`config.mk`:
```
export PLATFORM = sky130hd
export DESIGN_NAME = mu0_control
export DESIGN_NICKNAME = d
export VERILOG_FILES = /design/src/rtl/mu0_control.sv
export SDC_FILE = /design/constraint.sdc
export NUM_CORES = 1
export LEC_CHECK = 0
export CAP_MARGIN = 20
export CORE_AREA = 2 2 39 41
export DETAILED_ROUTE_END_ITERATION = 8
export DIE_AREA = 0 0 41 43
export GPL_ROUTABILITY_DRIVEN = 1
export SLEW_MARGIN = 20
export SYNTH_ARGS = -nofsm -noshare
export SYNTH_HDL_FRONTEND = slang
export SYNTH_SLANG_ARGS = --single-unit
```
`constraint.sdc`:
```
create_clock -name Clk -period 1.3 [get_ports Clk]
set_clock_uncertainty 0.2 [all_clocks]
set_input_delay 0.26 -clock Clk [delete_from_list [all_inputs] [get_ports Clk]]
set_output_delay 0.26 -clock Clk [all_outputs]
set_load 0.01 [all_outputs]
```
`src/rtl/mu0_control.sv`:
```
// MU0 fetch/execute sequencer: decodes the opcode and drives datapath selects, enables and memory strobes.
// Optional instruction counter enabled by defining MU0_CTRL_PERF_EN.
module mu0_control #(
   parameter int COUNT_W = 16
) (
   input  logic               Clk,
   input  logic               nReset,
   input  logic [3:0]         F,
   input  logic               N,
   input  logic               Z,
   input  logic               Mem_Ready,
   output logic               Addr_sel,
   output logic               X_sel,
   output logic               Y_sel,
   output logic [1:0]         ALU_Fn,
   output logic               PC_En,
   output logic               ACC_En,
   output logic               IR_En,
   output logic               Rd,
   output logic               Wr,
   output logic               Fetch,
   output logic               Halted
`ifdef MU0_CTRL_PERF_EN
   ,
   output logic [COUNT_W-1:0] Instr_Count
`endif
);

   typedef enum logic [1:0] {
      ST_FETCH   = 2'b00,
      ST_EXECUTE = 2'b01,
      ST_HALT    = 2'b10
   } state_t;

   localparam logic [3:0] OP_LDA = 4'h0;
   localparam logic [3:0] OP_STA = 4'h1;
   localparam logic [3:0] OP_ADD = 4'h2;
   localparam logic [3:0] OP_SUB = 4'h3;
   localparam logic [3:0] OP_JMP = 4'h4;
   localparam logic [3:0] OP_JGE = 4'h5;
   localparam logic [3:0] OP_JNE = 4'h6;
   localparam logic [3:0] OP_STP = 4'h7;

   localparam logic [1:0] FN_PASS_B = 2'b00;
   localparam logic [1:0] FN_ADD    = 2'b01;
   localparam logic [1:0] FN_SUB    = 2'b10;
   localparam logic [1:0] FN_INC_A  = 2'b11;

   state_t r_state;
   state_t w_next;

   // State register
   always_ff @(posedge Clk or negedge nReset) begin
      if (!nReset) begin
         r_state <= ST_FETCH;
      end else begin
         r_state <= w_next;
      end
   end

   // Next-state and output decode; reset gating keeps strobes low while nReset is held
   always_comb begin
      Addr_sel = 1'b0;
      X_sel    = 1'b0;
      Y_sel    = 1'b0;
      ALU_Fn   = FN_PASS_B;
      PC_En    = 1'b0;
      ACC_En   = 1'b0;
      IR_En    = 1'b0;
      Rd       = 1'b0;
      Wr       = 1'b0;
      Fetch    = 1'b0;
      Halted   = 1'b0;
      w_next   = r_state;
      if (!nReset) begin
         Fetch  = 1'b1;
         w_next = ST_FETCH;
      end else begin
         case (r_state)
            ST_FETCH: begin
               Fetch  = 1'b1;
               Rd     = 1'b1;
               X_sel  = 1'b1;
               ALU_Fn = FN_INC_A;
               if (Mem_Ready) begin
                  IR_En  = 1'b1;
                  PC_En  = 1'b1;
                  w_next = ST_EXECUTE;
               end else begin
                  w_next = ST_FETCH;
               end
            end
            ST_EXECUTE: begin
               case (F)
                  OP_LDA, OP_ADD, OP_SUB: begin
                     Addr_sel = 1'b1;
                     Rd       = 1'b1;
                     if (F == OP_ADD) begin
                        ALU_Fn = FN_ADD;
                     end else if (F == OP_SUB) begin
                        ALU_Fn = FN_SUB;
                     end else begin
                        ALU_Fn = FN_PASS_B;
                     end
                     if (Mem_Ready) begin
                        ACC_En = 1'b1;
                        w_next = ST_FETCH;
                     end else begin
                        w_next = ST_EXECUTE;
                     end
                  end
                  OP_STA: begin
                     Addr_sel = 1'b1;
                     Wr       = 1'b1;
                     if (Mem_Ready) begin
                        w_next = ST_FETCH;
                     end else begin
                        w_next = ST_EXECUTE;
                     end
                  end
                  // Jumps complete in one cycle regardless of memory
                  OP_JMP, OP_JGE, OP_JNE: begin
                     Y_sel  = 1'b1;
                     w_next = ST_FETCH;
                     if (F == OP_JGE) begin
                        PC_En = ~N;
                     end else if (F == OP_JNE) begin
                        PC_En = ~Z;
                     end else begin
                        PC_En = 1'b1;
                     end
                  end
                  OP_STP: begin
                     w_next = ST_HALT;
                  end
                  default: begin
                     w_next = ST_FETCH;
                  end
               endcase
            end
            ST_HALT: begin
               Halted = 1'b1;
               w_next = ST_HALT;
            end
            default: begin
               w_next = ST_FETCH;
            end
         endcase
      end
   end

`ifdef MU0_CTRL_PERF_EN
   logic               w_instr_done;
   logic [COUNT_W-1:0] r_instr_count;

   assign w_instr_done = (r_state == ST_EXECUTE) && (w_next != ST_EXECUTE);
   assign Instr_Count  = r_instr_count;

   // Completed-instruction counter, wraps naturally at its width
   always_ff @(posedge Clk or negedge nReset) begin
      if (!nReset) begin
         r_instr_count <= {COUNT_W{1'b0}};
      end else if (w_instr_done) begin
         r_instr_count <= r_instr_count + {{(COUNT_W-1){1'b0}}, 1'b1};
      end else begin
         r_instr_count <= r_instr_count;
      end
   end
`endif

endmodule

```
==> out/qor.txt <==
==========================================================================================
Combinational Power Share                                                            44.6%
Initial antenna violation count                                                          0
Startpoint of the worst setup timing path                                     r_state[1]$_DFF_PN0_
Pin slew with the least headroom to its limit                                     0.246 ns
Number of nets still failing antenna checks after routing                                0
Max Root-Sink Buffers                                                                    2
Xor/xnor share of the synthesized area                                                  0%
Source of the worst hold timing path                                                  F[0]
Total number of vias                                                                   420
Cell family with the largest share of critical-path delay                       flip-flops
Share of the synthesized area in compound gates (AO/OA/AOI/OAI)                      20.7%
Clock latency reported for the late side of the worst-skew pair                    0.22 ns
Min-Delay Path Depth                                                                     2
Maximum fanout encountered on the critical timing path                                   5
Total of endpoints with negative setup slack in the final report                        14
Worst Hold Class                                                                 in -> reg
Crit. End Element                                                              output port
Type of the worst setup path                                                    reg -> out
Most used standard cell by instance count after synthesis                     sky130_fd_sc_hd__nand2_1
Stages on worst setup path                                                               6
Via count of the first global-routing pass                                             381
Ant diodes                                                                               0
Reg-to-reg endpoint                                                           r_state[0]$_DFF_PN0_
Minimum clock period after layout                                                  1.92 ns
Register bit count reported by yosys                                                     2
Synth Area per Inst                                                               8.76 µm²
Adder and majority gate portion of the synthesized area                                 0%
Relative max-transition margin                                                       83.5%
Max reg flops                                                                            2
Count of buffering cells on the critical path with inverters included                    3
TritonCTS buffer count                                                                   3
Overall overflow remaining after global route                                            0
Flop-to-flop setup slack                                                          -0.05 ns
Static Leak                                                                    0.000351 µW
Post-Synthesis Cell Area                                                           272 µm²
Most common flop cell mapped by yosys                                         sky130_fd_sc_hd__dfrtp_1
Post-synth net total                                                                    40
Number of standard-cell rows in the floorplan                                           14
Switch share                                                                         29.5%
Critical Path, Cell by Cell                                                   buf_4 -> buf_6 -> nor2_4 -> and3_4 -> a41o_1 -> buf_2
Status                                                                        finished, violations left
Width of the chip                                                                    41 µm
Number of synthesized flops with an enable pin                                           0
Weighted congestion at the end of routability-driven global placement                0.785
Number of input and output port buffers inserted                                        20
Required @ worst endpoint                                                          0.84 ns
Power density over the cells                                                    541 mW/mm²
TritonCTS clock tree                                                                 built
Critical Path Source Type                                                        flip-flop
Number of distinct library cells after synthesis                                        22
Cell-internal power                                                                 263 µW
Cell with the biggest individual delay on the critical path                   sky130_fd_sc_hd__dfrtp_2
Critical R2R Launch                                                           r_state[1]$_DFF_PN0_
Post-DR wirelength/cell                                                            12.4 µm
Fraction of the mapped netlist area in simple logic gates                            52.5%
Router iterations before antenna repair                                                  4
Ratio of cells with drive above 1 in the final layout                                72.6%
Largest net degree at the start of global routing                                       12
Register with the most flip-flops                                                  r_state
Largest area contributor in the netlist                                       sky130_fd_sc_hd__dfrtp_1
Hold Vio Cnt, Final                                                                      0
Achievable frequency                                                               522 MHz
Data arrival, critical path                                                        1.46 ns
Largest cells by area after synthesis                                         sky130_fd_sc_hd__dfrtp_1 (18%), sky130_fd_sc_hd__nor4b_4 (8.8%), sky130_fd_sc_hd__a41o_1 (7.4%), sky130_fd_sc_hd__and3_2 (5.5%), sky130_fd_sc_hd__nand2b_4 (5.1%)
Slew Limit Fails                                                                         0
Slowest stage delay, CP                                                            0.43 ns
Warnings from Yosys                                                                      0
Number of top-level pins                                                                21
Multiplexer area fraction after synthesis                                            3.69%
Worst IR drop on VDD                                                              0.483 mV
Syn Inst Count                                                                          31
Reported max-cap violation count                                                         0
Failing checks                                                                setup timing
Setup repair after global routing missed its margin                                    yes
Wire length after detailed routing                                                 1110 µm
Crit path to                                                                         PC_En
Largest registers                                                             r_state: 2 flops
Worst-case setup margin in the final layout                                      -0.617 ns
Count of fill cells added during filler insertion                                      144
Initial core utilization                                                             19.6%
Number of DRC markers in iteration 0                                                     3
Detailed-placement wirelength estimate                                              712 µm
Post-route clock period utilization                                                   147%
Num Clock Sinks                                                                          2
Die area                                                                       0.00176 mm²
Vias per Instance                                                                     4.72
Die H                                                                                43 µm
Fraction of registers with async set or reset after synthesis                         100%
Area share of the largest cell type after synthesis                                  18.4%
Placeable core area                                                            0.00138 mm²
Total DRC errors in the routed layout                                                    0
Sequential fraction of the synthesis area                                            18.4%
Final-layout setup total negative slack                                           -6.19 ns
R2R depth                                                                                4
Signed area change from the synthesized netlist to the final layout                   153%
# H-tree levels                                                                          1
Util after Layout                                                                    49.7%
Reg power frac                                                                       18.8%
Global-route wire length before repair                                             1630 µm
Worst slack at placement                                                          -1.13 ns
Combined global-route utilization of all metal layers                                13.6%
Clock edge transition at the registers on the reported setup and hold paths        0.03 ns
Net switching power                                                                 110 µW
Clock share of power                                                                 36.6%
Nets                                                                                    84
Pwr Total                                                                           373 µW
Dominant combinational cell family by area after synthesis                    simple AND/OR/NAND/NOR gates
Clock root buffer                                                             sky130_fd_sc_hd__clkbuf_4
==========================================================================================
## area by class of cell
cell class	instances	area, µm²	share of cell area (%)
Clock buffer	3	22.5	3.27
Sequential cell	2	52.6	7.64
Multi-Input combinational cell	26	259	37.6
Inverter	2	7.51	1.09
Timing Repair Buffer	40	327	47.5
Tap cell	16	20.0	2.91
## cells by family (layout without fill, tap and decap cells)
logic type / count (synthesis) / count (layout)
AO/OA/AOI/OAI: 8 / 8
AND/OR/NAND/NOR: 17 / 17
multiplexers: 1 / 1
buffers and inverters: 3 / 45
flip-flops: 2 / 2
## cells in the final DEF (no fill, tap or decap), drive strengths merged
master	netlist	layout
nand2	3	3
nor4b	1	1
clkdlybuf4s50	0	3
buf	1	31
clkbuf	0	3
nand2b	2	2
mux2i	1	1
dlygate4sd2	0	5
nor4	1	1
dfrtp	2	2
and3	4	4
a21o	1	1
and4bb	1	1
and2b	1	1
o41ai	1	1
o21ai	2	2
inv	2	2
nand3	1	1
nor2	2	2
dlygate4sd3	0	1
a21oi	2	2
and2	1	1
a41o	2	2
## power groups by stage
stage	clock network [µW]	registers [µW]	logic [µW]
finish	136	70.2	166
CTS	148	69.7	157
global route	152	70.6	179
detailed placement	0	68.6	160
floorplan	0	69.0	56.3
global placement	0	68.6	160
## per-stage QoR
stage	hold slack, ns	cell area (µm²)	instances
after floorplan	-0.236	300	31
after global placement	0.462	598	77
after detailed placement	0.451	598	77
after CTS	0.318	648	85
after global routing	0.346	688	89
final	0.327	688	89
## worst min path at each step
| stage | endpoint | slack, ns |
|---|---|---|
| 5_1_grt | r_state[1]$_DFF_PN0_ | 0.35 |
| 4_1_cts | r_state[1]$_DFF_PN0_ | 0.32 |
| 3_5_place_dp | r_state[1]$_DFF_PN0_ | 0.45 |
| 6_report | r_state[1]$_DFF_PN0_ | 0.33 |
| 3_3_place_gp | r_state[1]$_DFF_PN0_ | 0.46 |
| 2_1_floorplan | r_state[0]$_DFF_PN0_ | -0.24 |
## routing by layer
metal	GRT usage [%]	routed length (µm)	up-vias
li1	-	-	206
met5	0	0	-
met1	16.7	428	195
met3	0.524	73	2
met4	9.33	18	0
met2	21.3	587	17
## worst register-to-register path: cells and delay by family (launching register included)
| family | cells | cell delay (ns) |
|---|---|---|
| mux | 1 | 0.06 |
| buf+inv | 1 | 0.17 |
| simple gates | 2 | 0.41 |
| flops | 1 | 0.43 |
## timing repair
item	4_1_cts	5_1_grt
buffers inserted	4	4
hold buffers	1	0
gates resized for setup	67	3
endpoints found under the setup margin	14	14
endpoints found under the hold margin	2	0
pin swaps	9	5
Power figures use the tool's default switching activity.
